<file path="config.mk">
export PLATFORM = sky130hd
export DESIGN_NAME = led_pattern_seq_flat
export DESIGN_NICKNAME = d
export VERILOG_FILES = /design/src/rtl/led_pattern_seq_pkg.sv /design/src/rtl/led_pattern_seq_if.sv /design/src/rtl/led_pattern_seq_channel.sv /design/src/rtl/led_pattern_seq.sv /design/src/flat_wrapper.sv
export SDC_FILE = /design/constraint.sdc
export NUM_CORES = 1
export LEC_CHECK = 0
export CAP_MARGIN = 20
export CORE_UTILIZATION = 54
export CTS_CLUSTER_DIAMETER = 150
export CTS_CLUSTER_SIZE = 40
export DETAILED_ROUTE_END_ITERATION = 8
export DONT_BUFFER_PORTS = 1
export PLACE_DENSITY = 0.72
export SYNTH_ARGS = -nofsm -noshare
export SYNTH_HDL_FRONTEND = slang
export SYNTH_HIERARCHICAL = 1
export SYNTH_SLANG_ARGS = --single-unit
</file>
<file path="constraint.sdc">
create_clock -name clk_i -period 2.1 [get_ports clk_i]
set_clock_uncertainty 0.05 [all_clocks]
set_input_delay 0.42 -clock clk_i [delete_from_list [all_inputs] [get_ports clk_i]]
set_output_delay 0.42 -clock clk_i [all_outputs]
set_load 0.005 [all_outputs]
</file>
<file path="src/rtl/led_pattern_seq_pkg.sv">
// rtl/led_pattern_seq_pkg.sv - shared types and helpers for the LED pattern sequencer
package led_pkg;

    typedef enum logic [1:0] {
        MODE_STOP    = 2'd0,
        MODE_LOOP    = 2'd1,
        MODE_ONESHOT = 2'd2,
        MODE_RSVD    = 2'd3
    } mode_e;

    typedef enum logic {
        ST_IDLE = 1'b0,
        ST_RUN  = 1'b1
    } ch_state_e;

    // Brightness code meaning "always on" for a w-bit level.
    function automatic int unsigned pwm_full(input int unsigned w);
        return (32'd1 << w) - 32'd1;
    endfunction

endpackage

</file>
<file path="src/rtl/led_pattern_seq_if.sv">
// rtl/led_pattern_seq_if.sv - configuration valid/ready port of the LED pattern sequencer
interface led_pattern_seq_if #(
    parameter int NUM_CH  = 4,
    parameter int PAT_LEN = 32,
    parameter int DIV_W   = 24,
    parameter int PWM_W   = 4
);
    localparam int CH_W = (NUM_CH > 1) ? $clog2(NUM_CH) : 1;

    logic               cfg_valid;
    logic               cfg_ready;
    logic [CH_W-1:0]    cfg_ch;
    logic [1:0]         cfg_mode;
    logic [PAT_LEN-1:0] cfg_pattern;
    logic [DIV_W-1:0]   cfg_period;
    logic [PWM_W-1:0]   cfg_level;

    modport master (
        output cfg_valid, cfg_ch, cfg_mode, cfg_pattern, cfg_period, cfg_level,
        input  cfg_ready
    );

    modport slave (
        input  cfg_valid, cfg_ch, cfg_mode, cfg_pattern, cfg_period, cfg_level,
        output cfg_ready
    );
endinterface

</file>
<file path="src/rtl/led_pattern_seq_channel.sv">
// rtl/led_pattern_seq_channel.sv - one LED channel: pattern replay FSM with step divider and PWM gate
module led_channel
    import led_pkg::*;
#(
    parameter int PAT_LEN = 32,
    parameter int DIV_W   = 24,
    parameter int PWM_W   = 4
) (
    input  logic               clk_i,
    input  logic               rst_n_i,
    input  logic               load_i,
    input  logic [1:0]         mode_i,
    input  logic [PAT_LEN-1:0] pattern_i,
    input  logic [DIV_W-1:0]   period_i,
    input  logic [PWM_W-1:0]   level_i,
    input  logic [PWM_W-1:0]   pwm_cnt_i,
    output logic               led_o,
    output logic               busy_o,
    output logic               done_o
);
    localparam int IDX_W = $clog2(PAT_LEN);
    localparam logic [IDX_W-1:0] IDX_LAST = IDX_W'(PAT_LEN - 1);
    localparam logic [PWM_W-1:0] LVL_FULL = PWM_W'(pwm_full(PWM_W));

    ch_state_e          state_q;
    mode_e              mode_q;
    logic [PAT_LEN-1:0] pat_q;
    logic [DIV_W-1:0]   per_q;
    logic [DIV_W-1:0]   div_q;
    logic [IDX_W-1:0]   idx_q;
    logic [PWM_W-1:0]   lvl_q;
    logic               done_q;
    logic               start;
    logic               pwm_on;

    assign start = (mode_i == MODE_LOOP) || (mode_i == MODE_ONESHOT);

    // A config load always takes priority over stepping or completion.
    always_ff @(posedge clk_i or negedge rst_n_i) begin
        if (!rst_n_i) begin
            state_q <= ST_IDLE;
            mode_q  <= MODE_STOP;
            pat_q   <= '0;
            per_q   <= '0;
            div_q   <= '0;
            idx_q   <= '0;
            lvl_q   <= '0;
            done_q  <= 1'b0;
        end else begin
            done_q <= 1'b0;
            if (load_i) begin
                if (start) begin
                    state_q <= ST_RUN;
                    mode_q  <= mode_e'(mode_i);
                    pat_q   <= pattern_i;
                    per_q   <= period_i;
                    lvl_q   <= level_i;
                    div_q   <= '0;
                    idx_q   <= '0;
                end else begin
                    state_q <= ST_IDLE;
                end
            end else if (state_q == ST_RUN) begin
                if (div_q == per_q) begin
                    div_q <= '0;
                    if (idx_q == IDX_LAST) begin
                        if (mode_q == MODE_ONESHOT) begin
                            state_q <= ST_IDLE;
                            done_q  <= 1'b1;
                        end else begin
                            idx_q <= '0;
                        end
                    end else begin
                        idx_q <= idx_q + IDX_W'(1);
                    end
                end else begin
                    div_q <= div_q + DIV_W'(1);
                end
            end
        end
    end

    assign pwm_on = (lvl_q == LVL_FULL) || (pwm_cnt_i < lvl_q);
    assign led_o  = (state_q == ST_RUN) && pat_q[idx_q] && pwm_on;
    assign busy_o = (state_q == ST_RUN);
    assign done_o = done_q;

endmodule

</file>
<file path="src/rtl/led_pattern_seq.sv">
// rtl/led_pattern_seq.sv - multi-channel LED pattern sequencer top: PWM timebase, channel decode, channels
module led_pattern_seq
    import led_pkg::*;
#(
    parameter int NUM_CH  = 4,
    parameter int PAT_LEN = 32,
    parameter int DIV_W   = 24,
    parameter int PWM_W   = 4
) (
    input  logic              clk_i,
    input  logic              rst_n_i,
    led_pattern_seq_if.slave  cfg,
    output logic [NUM_CH-1:0] led_o,
    output logic [NUM_CH-1:0] busy_o,
    output logic [NUM_CH-1:0] done_o,
    output logic              usbpu_o
);
    localparam int CH_W = (NUM_CH > 1) ? $clog2(NUM_CH) : 1;

    logic [PWM_W-1:0]  pwm_q;
    logic [PWM_W-1:0]  pwm_d;
    logic              accept;
    logic [NUM_CH-1:0] load;

    assign cfg.cfg_ready = rst_n_i;
    assign accept        = cfg.cfg_valid && cfg.cfg_ready;
    assign usbpu_o       = 1'b0;
    assign pwm_d         = pwm_q + PWM_W'(1);

    always_ff @(posedge clk_i or negedge rst_n_i) begin
        if (!rst_n_i) begin
            pwm_q <= '0;
        end else begin
            pwm_q <= pwm_d;
        end
    end

    // Out-of-range channel numbers match no strobe and are silently dropped.
    for (genvar c = 0; c < NUM_CH; c++) begin : g_ch
        assign load[c] = accept && (cfg.cfg_ch == CH_W'(c));

        led_channel #(
            .PAT_LEN (PAT_LEN),
            .DIV_W   (DIV_W),
            .PWM_W   (PWM_W)
        ) u_ch (
            .clk_i     (clk_i),
            .rst_n_i   (rst_n_i),
            .load_i    (load[c]),
            .mode_i    (cfg.cfg_mode),
            .pattern_i (cfg.cfg_pattern),
            .period_i  (cfg.cfg_period),
            .level_i   (cfg.cfg_level),
            .pwm_cnt_i (pwm_q),
            .led_o     (led_o[c]),
            .busy_o    (busy_o[c]),
            .done_o    (done_o[c])
        );
    end

endmodule
</file>
<file path="src/flat_wrapper.sv">
// flat-port wrapper written by rule: the top's interface ports become plain ports
module led_pattern_seq_flat import led_pkg::*;
#(
    parameter int NUM_CH  = 4,
    parameter int PAT_LEN = 32,
    parameter int DIV_W   = 24,
    parameter int PWM_W   = 4
)
  (clk_i, rst_n_i, led_o, busy_o, done_o, usbpu_o, cfg_cfg_valid, cfg_cfg_ch, cfg_cfg_mode, cfg_cfg_pattern, cfg_cfg_period, cfg_cfg_level, cfg_cfg_ready);
  led_pattern_seq_if #(.NUM_CH(NUM_CH), .PAT_LEN(PAT_LEN), .DIV_W(DIV_W), .PWM_W(PWM_W)) cfg_i ();
  input  logic clk_i;
  input  logic rst_n_i;
  output logic [NUM_CH-1:0] led_o;
  output logic [NUM_CH-1:0] busy_o;
  output logic [NUM_CH-1:0] done_o;
  output logic usbpu_o;
  input wire logic [$bits(cfg_i.cfg_valid)-1:0] cfg_cfg_valid;
  input wire logic [$bits(cfg_i.cfg_ch)-1:0] cfg_cfg_ch;
  input wire logic [$bits(cfg_i.cfg_mode)-1:0] cfg_cfg_mode;
  input wire logic [$bits(cfg_i.cfg_pattern)-1:0] cfg_cfg_pattern;
  input wire logic [$bits(cfg_i.cfg_period)-1:0] cfg_cfg_period;
  input wire logic [$bits(cfg_i.cfg_level)-1:0] cfg_cfg_level;
  output wire logic [$bits(cfg_i.cfg_ready)-1:0] cfg_cfg_ready;
  assign cfg_i.cfg_valid = cfg_cfg_valid;
  assign cfg_i.cfg_ch = cfg_cfg_ch;
  assign cfg_i.cfg_mode = cfg_cfg_mode;
  assign cfg_i.cfg_pattern = cfg_cfg_pattern;
  assign cfg_i.cfg_period = cfg_cfg_period;
  assign cfg_i.cfg_level = cfg_cfg_level;
  assign cfg_cfg_ready = cfg_i.cfg_ready;
  led_pattern_seq #(.NUM_CH(NUM_CH), .PAT_LEN(PAT_LEN), .DIV_W(DIV_W), .PWM_W(PWM_W)) u_core (.clk_i(clk_i), .rst_n_i(rst_n_i), .cfg(cfg_i), .led_o(led_o), .busy_o(busy_o), .done_o(done_o), .usbpu_o(usbpu_o));
endmodule
</file>
==> impl_metrics.tcl <==
set metrics [dict create \
    vias_per_cell 5.94 \
    fin_area_um2 21700 \
    ys_types 42 \
    synth.avg_cell_area_um2 12.2 \
    ctsHoldBuffers 61 \
    synth_area_um2 18100 \
    relSlewSlack_pct 48.2 \
    die_h_um 185 \
    path_max_fanout 6 \
    io_pins 81 \
    power.leakage_nw 9.83 \
    initial_core_util_pct 55.2 \
    crit_required_ns 1.63 \
    clk_pin_slew_ns 0.14 \
    fin_crit_sh_pct 131 \
    area_delta_synth_final_pct 20.4 \
    first_pass_iters 5 \
    placed_area_um2 19600 \
    grt_max_degree 380 \
    ys_seq_area_share_pct 52.1 \
    syn_inst 1477 \
    synth.largest_area_cell "dfrtp_1" \
    gp_congestion 0.948 \
    grt-ovfl-total 0 \
    htree_levels 1 \
    hold_ws_ns -0.467 \
    grt_pass1_wl_um 70700 \
    vias 12600 \
    ys_ff_latch 376 \
    maxSlewViolCount 0 \
    insertion_delay_ns 0.53 \
    fin_ws_ns -0.644 \
    power_density_nw_per_um2 816 \
    grt_util_all_layers_pct 27.0 \
    post-route-drc-count 0 \
    core_area_um2 32700 \
    yosysWarnings 6 \
    cts_sinks 376 \
    cp.arrival_ns 2.27 \
    grt_pass1_vias 12600 \
    endpoint_kind "primary output" \
    hpwl_um 31300 \
    nNetsFinal 1773 \
    setup_violations 59 \
    rsz0062_at_grt "yes" \
    tritoncts "done" \
    final_cell_mix "dfrtp_1, mux2_2, buf_4" \
    ant_nets 0 \
    nFillCells 2427 \
    yosysTopAreaCellShare_pct 52.1 \
    cts_buffer_depth 3 \
    die_w_um 185 \
    cts_made_buffers 13 \
    failed_checks "hold timing, setup timing" \
    synth_area_leaders "dfrtp_1, mux2_2, xor2_1" \
    rows 66 \
    antenna_found_initial 3 \
    wl_um 47500 \
    dr.first_iter.drc_count 922 \
    worst_pin_slew_ns 0.776 \
    final_common_cell "dfrtp_1" \
    cp-start-kind "register" \
    maxCapViolations 0 \
    numPortBuffers 0 \
    drive_gt1_share_pct 37.0 \
    die_area_um2 34200 \
    synth_fp_nets 1569 \
    ir_drop_v 0.000621 \
    hold_viol 376 \
    wire_per_inst_um 22.3 \
    status "finished with violations" \
    fin_tns_setup_ns -5.08 \
    critPathKind "reg2out" \
    min_period_ns 2.74 \
    hold_class "in2async" \
    cts-root-buf "clkbuf_16" \
    max_freq_ghz 0.364 \
]
kinds of logic after synthesis:
group	share of synthesized area (%)
AO/OA/AOI/OAI	4.91
buffers and inverters	2.29
flip-flops	52.1
other	0.0208
XOR/XNOR	9.41
adder cells (fa/ha/maj)	1.73
AND/OR/NAND/NOR	10.4
multiplexers	19.1
path summary, 6_finish.rpt:
kind	from	end	slack [ns]	cells after the start
hold / removal	rst_n_i	u_core/g_ch[2].u_ch/per_q[15]	-0.47	0
min in group clk_i	cfg_cfg_mode[0]	u_core/g_ch[1].u_ch/busy_o	0.21	3
max in group asynchronous	rst_n_i	u_core/g_ch[3].u_ch/div_q[0]	1.78	0
hold reg to reg	u_core/g_ch[1].u_ch/mode_q[1]	u_core/g_ch[1].u_ch/mode_q[1]	0.45	2
setup reg to reg	u_core/g_ch[2].u_ch/div_q[17]	u_core/g_ch[2].u_ch/div_q[9]	-0.09	7
setup / recovery	u_core/g_ch[0].u_ch/idx_q[0]	led_o[0]	-0.64	7
repair_timing:
item	in CTS	in global routing
endpoints found under the hold margin	624	376
resized for setup	44	130
pin swaps	29	71
setup endpoints to repair	91	119
setup buffers	8	18
cloned	0	9
cell usage after synthesis:
cell      instances
o22ai_1           8
mux2i_1          16
nand3b_1          4
nand2_1          88
dfrtp_1         376
o21ai_1           8
nand2b_1         12
nor3b_2           2
buf_6             4
nor3_1            9
nor2_1          104
and3_1           28
nand4_1          24
and2_1            4
ha_1             25
o311ai_0          4
buf_4            10
nor4_2            4
inv_1            25
xor2_1          157
o21ai_0          20
a32o_1           12
nand2_2           1
or2_1             4
mux2_2          260
o211ai_1         16
o221ai_1         16
and4_1            9
a21oi_1          20
conb_1            1
a211o_1           4
a211oi_2          4
nor4_1           28
a21o_1            8
or3_1             8
a21oi_2           4
clkbuf_1         32
nand3_1          45
xnor2_1          37
mux4_2           16
nor2b_1           4
buf_2            16
layout make-up:
type,instances,area [um^2],share of cell area [%]
Timing Repair Buffer,251,2390,11.0
Multi-Input combinational cell,1014,8930,41.1
Tap cell,442,553,2.54
Inverter,25,93.8,0.432
Antenna cell,4,10.0,0.0460
Clock buffer,13,325,1.50
Clock inverter,1,30.0,0.138
Sequential cell,376,9420,43.3
worst max-delay path, cell delays in order, from the launching register on:
cell and delay, ns:
dfrtp_2 0.48, clkbuf_16 0.18, mux2i_2 0.17, o221ai_2 0.22
o22ai_1 0.12, a211o_1 0.29, a21oi_2 0.17, buf_4 0.14
flip-flops by register name, indices dropped and copies added (netlist names):
| register | cells |
|---|---|
| u_core/g_ch.u_ch/pat_q | 128 |
| u_core/g_ch.u_ch/div_q | 96 |
| u_core/g_ch.u_ch/per_q | 96 |
| u_core/g_ch.u_ch/idx_q | 20 |
| u_core/g_ch.u_ch/lvl_q | 16 |
| u_core/g_ch.u_ch/mode_q | 8 |
| u_core/g_ch.u_ch/busy_o | 4 |
| u_core/g_ch.u_ch/done_o | 4 |
| u_core/pwm_q | 4 |
per-layer routing:
metal,GRT usage (%),routed length (um),up-vias
li1,-,-,5634
met1,38.0,20300,6524
met4,6.74,1320,2
met2,43.4,22500,390
met5,0,13,-
met3,5.07,3290,86
metrics by stage:
stage | worst slack (ns) | hold WS [ns] | instances | util (%) | total power, mW
after floorplan | 0.0218 | 0.0744 | 1477 | - | 12.3
after global placement | -0.129 | 0.0968 | 2014 | 60.1 | 13.6
after detailed placement | -0.191 | 0.0961 | 2014 | 60.1 | 13.8
after CTS | -0.632 | -0.486 | 2097 | 63.7 | 17.4
after global routing | -0.697 | -0.491 | 2123 | 66.5 | 18.5
final | -0.644 | -0.467 | 2126 | 66.5 | 17.7
power by group:
group | switching [mW] | leakage, nW | internal, mW
Sequential | 1.04 | 4.79 | 8.73
Clock | 2.22 | 0.172 | 1.17
Combinational | 2.05 | 4.87 | 2.53
No activity file was read; power rests on OpenSTA's default activity.
